<file path="src/rtl/rf_pkg.sv">
// Shared types and defaults for the integer register file and its dump sequencer.
package rf_pkg;

    localparam int          DEFAULT_XLEN      = 32;
    localparam int          DEFAULT_REG_COUNT = 32;
    localparam logic [31:0] DEFAULT_SP_INIT   = 32'h010f_423c;
    localparam int          X0_INDEX          = 0;

    typedef enum logic [1:0] {
        DUMP_IDLE = 2'd0,
        DUMP_SEND = 2'd1,
        DUMP_DONE = 2'd2
    } dump_state_t;

endpackage

</file>
<file path="src/rtl/rf_dump_sequencer.sv">
// Purpose: streams every register out as one valid/ready beat per index, then pulses dump_done.
// Latency: first beat one cycle after dump_req; dump_done one cycle after the last accepted beat.
// Backpressure: dump_ready=0 holds the current index; the presented data follows the live register.
module rf_dump_sequencer
    import rf_pkg::*;
#(
    parameter int XLEN      = DEFAULT_XLEN,
    parameter int REG_COUNT = DEFAULT_REG_COUNT,
    parameter int ADDR_W    = 5
) (
    input  logic              clock,
    input  logic              reset,
    input  logic              dump_req,
    input  logic              dump_ready,
    input  logic [XLEN-1:0]   rd_data,
    output logic              dump_busy,
    output logic              dump_valid,
    output logic [ADDR_W-1:0] dump_index,
    output logic [XLEN-1:0]   dump_data,
    output logic              dump_done
);

    localparam logic [ADDR_W-1:0] LAST_IDX = ADDR_W'(REG_COUNT - 1);

    dump_state_t       state;
    dump_state_t       state_nxt;
    logic [ADDR_W-1:0] idx;
    logic [ADDR_W-1:0] idx_nxt;

    always_ff @(posedge clock) begin
        if (reset) begin
            state <= DUMP_IDLE;
            idx   <= '0;
        end else begin
            state <= state_nxt;
            idx   <= idx_nxt;
        end
    end

    always_comb begin
        state_nxt  = state;
        idx_nxt    = idx;
        dump_busy  = 1'b0;
        dump_valid = 1'b0;
        dump_done  = 1'b0;
        case (state)
            DUMP_IDLE: begin
                idx_nxt = '0;
                if (dump_req) begin
                    state_nxt = DUMP_SEND;
                end
            end
            DUMP_SEND: begin
                dump_busy  = 1'b1;
                dump_valid = 1'b1;
                if (dump_ready) begin
                    if (idx == LAST_IDX) begin
                        state_nxt = DUMP_DONE;
                    end else begin
                        idx_nxt = idx + 1'b1;
                    end
                end
            end
            DUMP_DONE: begin
                dump_busy = 1'b1;
                dump_done = 1'b1;
                state_nxt = DUMP_IDLE;
                idx_nxt   = '0;
            end
            default: begin
                state_nxt = DUMP_IDLE;
                idx_nxt   = '0;
            end
        endcase
    end

    assign dump_index = idx;
    assign dump_data  = rd_data;

endmodule

</file>
<file path="src/rtl/param_register_file_module.sv">
// Purpose: integer register file, two combinational reads, one write, x0 hardwired, SP preset.
// Latency: reads combinational (optionally bypassing the same-cycle write); writes commit at the edge.
// Backpressure: none on read/write; the dump stream stalls on dump_ready without blocking writes.
module param_register_file_module
    import rf_pkg::*;
#(
    parameter int          XLEN      = DEFAULT_XLEN,
    parameter int          REG_COUNT = DEFAULT_REG_COUNT,
    parameter int          ADDR_W    = 5,
    parameter int          SP_INDEX  = 2,
    parameter logic [31:0] SP_INIT   = DEFAULT_SP_INIT,
    parameter int          BYPASS    = 1
) (
    input  logic              clock,
    input  logic              reset,
    input  logic [ADDR_W-1:0] addr_rs1,
    input  logic [ADDR_W-1:0] addr_rs2,
    output logic [XLEN-1:0]   data_rs1,
    output logic [XLEN-1:0]   data_rs2,
    input  logic              write_enable,
    input  logic [ADDR_W-1:0] addr_rd,
    input  logic [XLEN-1:0]   data_rd,
    input  logic              dump_req,
    output logic              dump_busy,
    output logic              dump_valid,
    input  logic              dump_ready,
    output logic [ADDR_W-1:0] dump_index,
    output logic [XLEN-1:0]   dump_data,
    output logic              dump_done
);

    localparam logic [XLEN-1:0] SP_RESET = XLEN'(SP_INIT);

    logic [XLEN-1:0] regs [REG_COUNT];
    logic            wr_hit;
    logic [XLEN-1:0] dump_word;

    // Nonzero and backed by storage; x0 and out-of-range indices are never written and read as zero.
    function automatic logic addr_valid(input logic [ADDR_W-1:0] addr);
        return (addr != ADDR_W'(X0_INDEX)) && (32'(addr) < 32'(REG_COUNT));
    endfunction

    assign wr_hit = write_enable && addr_valid(addr_rd);

    always_ff @(posedge clock) begin
        if (reset) begin
            for (int i = 0; i < REG_COUNT; i++) begin
                regs[i] <= (i == SP_INDEX) ? SP_RESET : '0;
            end
        end else if (wr_hit) begin
            regs[addr_rd] <= data_rd;
        end
    end

    always_comb begin
        data_rs1 = addr_valid(addr_rs1) ? regs[addr_rs1] : '0;
        data_rs2 = addr_valid(addr_rs2) ? regs[addr_rs2] : '0;
        if (BYPASS != 0 && wr_hit && addr_rs1 == addr_rd) begin
            data_rs1 = data_rd;
        end
        if (BYPASS != 0 && wr_hit && addr_rs2 == addr_rd) begin
            data_rs2 = data_rd;
        end
    end

    // The dump always shows committed state, never the bypassed write.
    assign dump_word = regs[dump_index];

    rf_dump_sequencer #(
        .XLEN      (XLEN),
        .REG_COUNT (REG_COUNT),
        .ADDR_W    (ADDR_W)
    ) u_dump_seq (
        .clock      (clock),
        .reset      (reset),
        .dump_req   (dump_req),
        .dump_ready (dump_ready),
        .rd_data    (dump_word),
        .dump_busy  (dump_busy),
        .dump_valid (dump_valid),
        .dump_index (dump_index),
        .dump_data  (dump_data),
        .dump_done  (dump_done)
    );

endmodule
</file>
<file path="config.mk">
export PLATFORM = sky130hd
export DESIGN_NAME = param_register_file_module
export DESIGN_NICKNAME = d
export VERILOG_FILES = /design/src/rtl/rf_pkg.sv /design/src/rtl/rf_dump_sequencer.sv /design/src/rtl/param_register_file_module.sv
export SDC_FILE = /design/constraint.sdc
export NUM_CORES = 2
export LEC_CHECK = 0
export CORE_AREA = 5 5 465 467
export CTS_CLUSTER_DIAMETER = 120
export DETAILED_ROUTE_END_ITERATION = 10
export DIE_AREA = 0 0 470 472
export DONT_BUFFER_PORTS = 1
export GPL_ROUTABILITY_DRIVEN = 0
export SYNTH_ARGS = -nofsm -noshare
export SYNTH_HDL_FRONTEND = slang
export SYNTH_SLANG_ARGS = --single-unit
</file>
<file path="constraint.sdc">
create_clock -name clock -period 3.1 [get_ports clock]
set_input_delay 0.62 -clock clock [delete_from_list [all_inputs] [get_ports clock]]
set_output_delay 0.62 -clock clock [all_outputs]
set_load 0.03 [all_outputs]
</file>
-- Yosys cells after proc, flatten, opt, wreduce, memory -nomap -nowiden
Memories as Yosys holds them, arrays and structs flattened. A register that Yosys moved wholly into a read port is not among the register bits.
Cells that the tools add are included.
- reductions and logical operators: 12
- $add $sub $neg: 1
- muxes and demuxes: 21
- bitwise gates (word level): 2
- eq/ne operators: 8
- operator list (operator ; number):
    32-bit 2-to-1 mux ; 5
    32-bit OR reduction ; 1
    5-bit 2-to-1 mux ; 3
    5-bit nonzero test ; 3
    5-bit == test ; 2
    1-bit 2-to-1 mux ; 9
    2-bit 2-to-1 mux ; 3
    5-bit by 1-bit adder with 5-bit output (second input constant) ; 1
    5-bit == test (second input constant) ; 1
    2-bit inequality test (second input constant) ; 2
    2-bit case mux with 2 select lines ; 1
    2-bit OR reduction ; 2
    1-bit logical AND ; 3
    3-bit AND reduction ; 1
    2-bit by 1-bit == test with 1-bit output (second input constant) ; 1
    2-bit == test (second input constant) ; 1
    2-bit zero test ; 1
    2-bit by 1-bit inequality test with 1-bit output (second input constant) ; 1
    1-bit NOT ; 2
    2-bit AND reduction ; 1
- word-level logic and storage cells: 47
- memory bits (writable): 1024
- bits in registers: 7
- memories: 1
- output and inout bits: 104
- input port bits: 52
- memory list (memory ; words ; bits a word ; read ports ; clocked after memory_dff ; write ports ; line ; text):
    regs ; 32 ; 32 ; 3 ; 1 ; 32 ; param_register_file_module.sv:34 ; logic [XLEN-1:0] regs [REG_COUNT];

-- Longest topological paths before layout
- depth after elaboration: 7
- depth in mapped cells: 10
- gate-level depth less buffers: 7

-- By module
A second synthesis with hierarchy kept.
- cell total of the unflattened synthesis: 4639
- area total of the unflattened synthesis: 64229.1 um^2
- modules (own cells, without submodules) (module ; area each (um^2) ; seq. area each (um^2) ; instances ; cells each):
    param_register_file_module ; 63597.2 ; 30749.5 ; 1 ; 4564
    rf_dump_sequencer ; 631.9 ; 140.1 ; 1 ; 75

-- Least setup slack after synthesis
OpenSTA, ideal clock, no wires.
- kind: input to output
- from: input port addr_rs2[0]
- to: output port data_rs2[28]
- setup slack: -0.010 ns
- data required time: 2.480 ns
- stages on the path: 8
- arrival time: 2.490 ns
- buffers on the path: 4
- cells stage by stage: buf_2 -> buf_4 -> buf_4 -> buf_2 -> mux4_2 -> o22ai_1 -> nor2_1 -> a32o_1
- longest elaborated chain between the ends: 3
- elaborated cells between the ends (all ways): 6
- those cells by class: eq/ne (1); mux (2); reduce/logical (2); memory (1)
- ends and longest elaborated chain (what ; line ; text):
    start: declaration ; param_register_file_module.sv:17 ; input logic [ADDR_W-1:0] addr_rs2,
    memory 32 x 32 bit (tied with other cells) ; n/a ;
    32-bit 2-to-1 mux or 1-bit logical AND (tied branches) ; param_register_file_module.sv:57, param_register_file_module.sv:61 ;
    32-bit 2-to-1 mux * ; param_register_file_module.sv:61 ; if (BYPASS != 0 && wr_hit && addr_rs2 == addr_rd) begin
    end: declaration ; param_register_file_module.sv:19 ; output logic [XLEN-1:0] data_rs2,
Mark *: on every way between the ends. The rest lies on a longest branch, timed or not.

==> impl_metrics.prom <==
# TYPE chip_impl_metric gauge
chip_impl_info{name="globalRoute.busiestLayer",value="met2"} 1
chip_impl_metric{name="flip_flop_and_latch_count_after_synthesis",unit=""} 1036
chip_impl_metric{name="synth.yosys.warnings",unit=""} 0
chip_impl_metric{name="setup_viol",unit=""} 88
chip_impl_metric{name="post_dp_cell_area",unit="sq mm"} 0.06906
chip_impl_metric{name="ctsHtreeMaxLevel",unit=""} 3
chip_impl_metric{name="final_antenna_net_count",unit=""} 0
chip_impl_metric{name="clock-sinks",unit=""} 1036
chip_impl_info{name="most_used_cells_in_the_layout_excluding_fill_and_tap_cells",value="sky130_fd_sc_hd__edfxtp_1 (1024), sky130_fd_sc_hd__and2_1 (981), sky130_fd_sc_hd__mux4_2 (829)"} 1
chip_impl_metric{name="nNetsFinal",unit=""} 4182
chip_impl_metric{name="placement.io_buffers",unit=""} 0
chip_impl_metric{name="number_of_fillers_in_the_final_layout",unit=""} 19660
chip_impl_metric{name="hold_violations",unit=""} 0
chip_impl_info{name="critical-path-top-delay-family",value="multiplexers"} 1
chip_impl_metric{name="r2r_slack",unit="ps"} 1000
chip_impl_info{name="violations_in_the_final_reports",value="negative setup slack"} 1
chip_impl_metric{name="std_cell_rows",unit=""} 169
chip_impl_metric{name="yosys.cell_types.count",unit=""} 54
chip_impl_metric{name="cap_viol_max_count",unit=""} 0
chip_impl_metric{name="syn_avg_cell_area",unit="sq um"} 15.54
chip_impl_metric{name="cp_max_fo",unit=""} 11
chip_impl_info{name="timing.setup.critical_path_class",value="reg2out"} 1
chip_impl_info{name="tritoncts",value="built"} 1
chip_impl_metric{name="grt_max_degree",unit=""} 259
chip_impl_info{name="result_of_the_run",value="finished, violations left"} 1
chip_impl_metric{name="overflow_left_after_global_routing",unit=""} 0
chip_impl_metric{name="number_of_buffers_on_the_longest_clock_path",unit=""} 3
chip_impl_metric{name="use_met2",unit="%"} 33.34
chip_impl_metric{name="grt_first_pass_wirelength",unit="mm"} 339.1
chip_impl_metric{name="die_area",unit="sq mm"} 0.2218
chip_impl_metric{name="number_of_antenna_violations_at_the_first_check_in_global_routing",unit=""} 15
chip_impl_metric{name="drtIter0Drc",unit=""} 6658
chip_impl_metric{name="final.period_utilization",unit="%"} 121.9
chip_impl_info{name="worstPathCellList",value="buf_12, buf_6, buf_12, mux4_2, mux4_2, mux2_4"} 1
chip_impl_info{name="end_kind",value="primary output"} 1
chip_impl_metric{name="whs",unit="ps"} 84.14
chip_impl_metric{name="slowest_delay",unit="ps"} 630
chip_impl_metric{name="timing.critical_path.arrival",unit="ps"} 3160
chip_impl_info{name="slowest_stage",value="sky130_fd_sc_hd__mux4_2"} 1
chip_impl_metric{name="final_critical_path_setup_slack",unit="ps"} -678.6
chip_impl_metric{name="clock_insertion_delay_worst_skew",unit="ps"} 730
chip_impl_metric{name="share_of_synthesized_area_occupied_by_flip_flops_and_latches",unit="%"} 49.18
chip_impl_metric{name="r2r.worst_path.cells",unit=""} 7
chip_impl_metric{name="final_period_minus_worst_setup_slack",unit="ps"} 3779
chip_impl_info{name="worstHoldEndpoint",value="regs[18][7]"} 1
chip_impl_metric{name="area_growth",unit="%"} 19.00
chip_impl_metric{name="whs_path_depth",unit=""} 1
chip_impl_info{name="commonest_non_fill_non_tap_cell_in_the_layout",value="sky130_fd_sc_hd__edfxtp_1"} 1
chip_impl_metric{name="timing.max_slew.rel_slack",unit="%"} 29.13
chip_impl_metric{name="post_synth_instance_area",unit="sq mm"} 0.06301
chip_impl_metric{name="met1_usage",unit="%"} 27.46
chip_impl_metric{name="detail_route.wirelength",unit="mm"} 246.2
chip_impl_metric{name="routed_via_density",unit=""} 6.057
chip_impl_metric{name="met3_usage",unit="%"} 5.960
chip_impl_info{name="synth_ff_type",value="sky130_fd_sc_hd__edfxtp_1"} 1
chip_impl_metric{name="dr_vias",unit=""} 42620
chip_impl_metric{name="leakagePower",unit="uW"} 0.02460
chip_impl_metric{name="final_design_area_no_fill",unit="sq mm"} 0.07498
chip_impl_metric{name="drt_pass1_iterations",unit=""} 5
chip_impl_info{name="rsz0062_at_grt",value="true"} 1
chip_impl_metric{name="worst_path_clk_slew",unit="ps"} 70
chip_impl_metric{name="initial_utilization",unit="%"} 29.83
chip_impl_metric{name="tritoncts.num_buffers",unit=""} 109
chip_impl_metric{name="pwr_density_cell",unit="mW/mm^2"} 484.3
chip_impl_metric{name="p_total",unit="uW"} 36310
chip_impl_metric{name="die_span_in_x",unit="um"} 470
chip_impl_metric{name="pin_count",unit=""} 156
chip_impl_metric{name="worst_ep_required_time",unit="ps"} 2480
chip_impl_info{name="worst_hold_startpoint",value="data_rd[7]"} 1
chip_impl_metric{name="critPathBufInv",unit=""} 3
chip_impl_metric{name="multi_input_combinational_cell_area",unit="sq mm"} 0.03199
chip_impl_metric{name="seq_area",unit="sq mm"} 0.03101
chip_impl_info{name="min_path_type",value="in2reg"} 1
chip_impl_metric{name="post_synth_inst_count",unit=""} 4055
chip_impl_metric{name="vdd_drop_max",unit="uV"} 411.9
chip_impl_metric{name="post_route_drc_violation_count",unit=""} 0
chip_impl_info{name="clock-root-buffer",value="sky130_fd_sc_hd__clkbuf_16"} 1
chip_impl_metric{name="fmax",unit="MHz"} 264.6
chip_impl_metric{name="worst_slew_pin_slew",unit="ps"} 1063
chip_impl_metric{name="finish.utilization",unit="%"} 35.50
chip_impl_metric{name="routed_wire_length_per_instance",unit="um"} 34.99
chip_impl_metric{name="fraction_of_layout_cells_with_a_size_suffix_above_1",unit="%"} 41.09
chip_impl_metric{name="report.final.slew_viol_count",unit=""} 0
chip_impl_metric{name="detailed_place_hpwl",unit="mm"} 145.6
chip_impl_metric{name="die_height",unit="um"} 472
chip_impl_metric{name="synth-edff-count",unit=""} 1024
chip_impl_info{name="critical_path.startpoint_type",value="flip-flop"} 1
chip_impl_metric{name="number_of_global_route_vias_before_repair",unit=""} 42350
chip_impl_metric{name="finClkSkew",unit="ps"} 7.092
chip_impl_metric{name="preCtsSetupSlack",unit="ps"} -422.4
chip_impl_metric{name="gr-usage-all-layers",unit="%"} 21.44
chip_impl_metric{name="synthArstFlopShare",unit="%"} 0
chip_impl_info{name="crit-reg2reg-launch",value="u_dump_seq.dump_index[0]"} 1
chip_impl_metric{name="core_region_area",unit="sq mm"} 0.2112
==> flip-flops by register name, summed over array words and instances, names as in the netlist, named ones only <==
signal                 flops
regs                    1024
u_dump_seq.dump_index      5
u_dump_seq.state           2
==> per-layer routing <==
metal / vias to the layer above / wire (um) / share of wire [%]
met3: 588 / 30760 / 12
li1: 16370 / - / -
met1: 22420 / 87450 / 36
met5: - / 0 / 0
met4: 0 / 14910 / 6.1
met2: 3236 / 113000 / 46
==> how the worst max path moves through the flow <==
stage	start	slack [ps]	end	depth (start not counted)
2_1_floorplan	addr_rs2[0]	1	data_rs2[11]	8
3_3_place_gp	addr_rd[2]	-430	data_rs1[12]	7
3_5_place_dp	addr_rd[2]	-420	data_rs1[12]	7
4_1_cts	flip-flop	-700	dump_data[13]	4
5_1_grt	flip-flop	-710	dump_data[30]	5
6_report	flip-flop	-680	dump_data[12]	6
==> Yosys cell counts, types with 12 or more instances <==
cell	number	area, sq um
sky130_fd_sc_hd__a21oi_1	26	130.1
sky130_fd_sc_hd__o311ai_0	12	105.1
sky130_fd_sc_hd__or3_1	15	93.84
sky130_fd_sc_hd__o21ai_0	35	175.2
sky130_fd_sc_hd__nor2_1	108	405.4
sky130_fd_sc_hd__o211ai_1	19	142.6
sky130_fd_sc_hd__and2_1	981	6137
sky130_fd_sc_hd__or2_2	31	193.9
sky130_fd_sc_hd__mux2i_1	61	610.6
sky130_fd_sc_hd__mux2_2	86	968.4
sky130_fd_sc_hd__buf_4	35	262.8
sky130_fd_sc_hd__nor3_1	33	165.2
sky130_fd_sc_hd__nand2_1	46	172.7
sky130_fd_sc_hd__a22o_1	31	271.5
sky130_fd_sc_hd__clkbuf_1	313	1175
sky130_fd_sc_hd__a32o_1	32	320.3
sky130_fd_sc_hd__dfxtp_1	12	240.2
sky130_fd_sc_hd__o22ai_1	122	763.2
sky130_fd_sc_hd__buf_2	73	365.4
sky130_fd_sc_hd__edfxtp_1	1024	30750
sky130_fd_sc_hd__mux4_2	829	18670
sky130_fd_sc_hd__buf_1	39	146.4
==> metrics by stage <==
| stage | cells | TNS [ps] |
|---|---|---|
| floorplan | 4086 | 0 |
| global placement | 6781 | -10810 |
| detailed placement | 6781 | -9017 |
| CTS | 7027 | -29050 |
| global route | 7032 | -31990 |
| finish | 7036 | -35060 |
==> worst register-to-register path, stage by stage (launching register included) <==
cell and delay, ps:
sky130_fd_sc_hd__dfxtp_1 450, sky130_fd_sc_hd__ha_1 280, sky130_fd_sc_hd__and3_1 180, sky130_fd_sc_hd__ha_1 200, sky130_fd_sc_hd__nor2b_1 400, sky130_fd_sc_hd__nand4_1 180
sky130_fd_sc_hd__xor2_1 170, sky130_fd_sc_hd__nor2_1 150
==> cell type report <==
class | instances | area share (%)
well taps | 2821 | 4.707
flip-flops and latches | 1036 | 41.35
diodes | 5 | 0.01669
multi-input cells | 2579 | 42.66
clock inverters | 57 | 0.8710
inverters | 4 | 0.02336
clock buffers | 140 | 3.960
repair buffers | 394 | 6.409
==> report_power, final <==
part | leakage [uW] | internal (uW) | switching, uW
logic | 0.0130 | 3110 | 2730
registers | 0.00986 | 16200 | 570
clock network | 0.00177 | 7960 | 5780
total | 0.0246 | 27200 | 9080
==> timing repair <==
action,CTS,global route
gates cloned,0,4
pin swaps,118,58
gates resized for setup,319,103
hold buffers,2,0
setup buffers,62,14
endpoints found under the setup margin,96,96
hold endpoints to repair,7,0
==> cell families (layout without fill, tap and decap cells) <==
kind of cell | count (synthesis) | count (layout) | synth area share (%)
simple gates | 1252 | 1252 | 11.79
flops | 1036 | 1036 | 49.18
mux | 976 | 976 | 32.14
buf+inv | 471 | 595 | 3.243
compound gates | 300 | 300 | 3.344
xor+xnor | 13 | 13 | 0.1807
fa+ha+maj | 6 | 6 | 0.1191
other cells | 1 | 37 | 0.005951
Note: power is estimated with default switching activity, not from simulation.
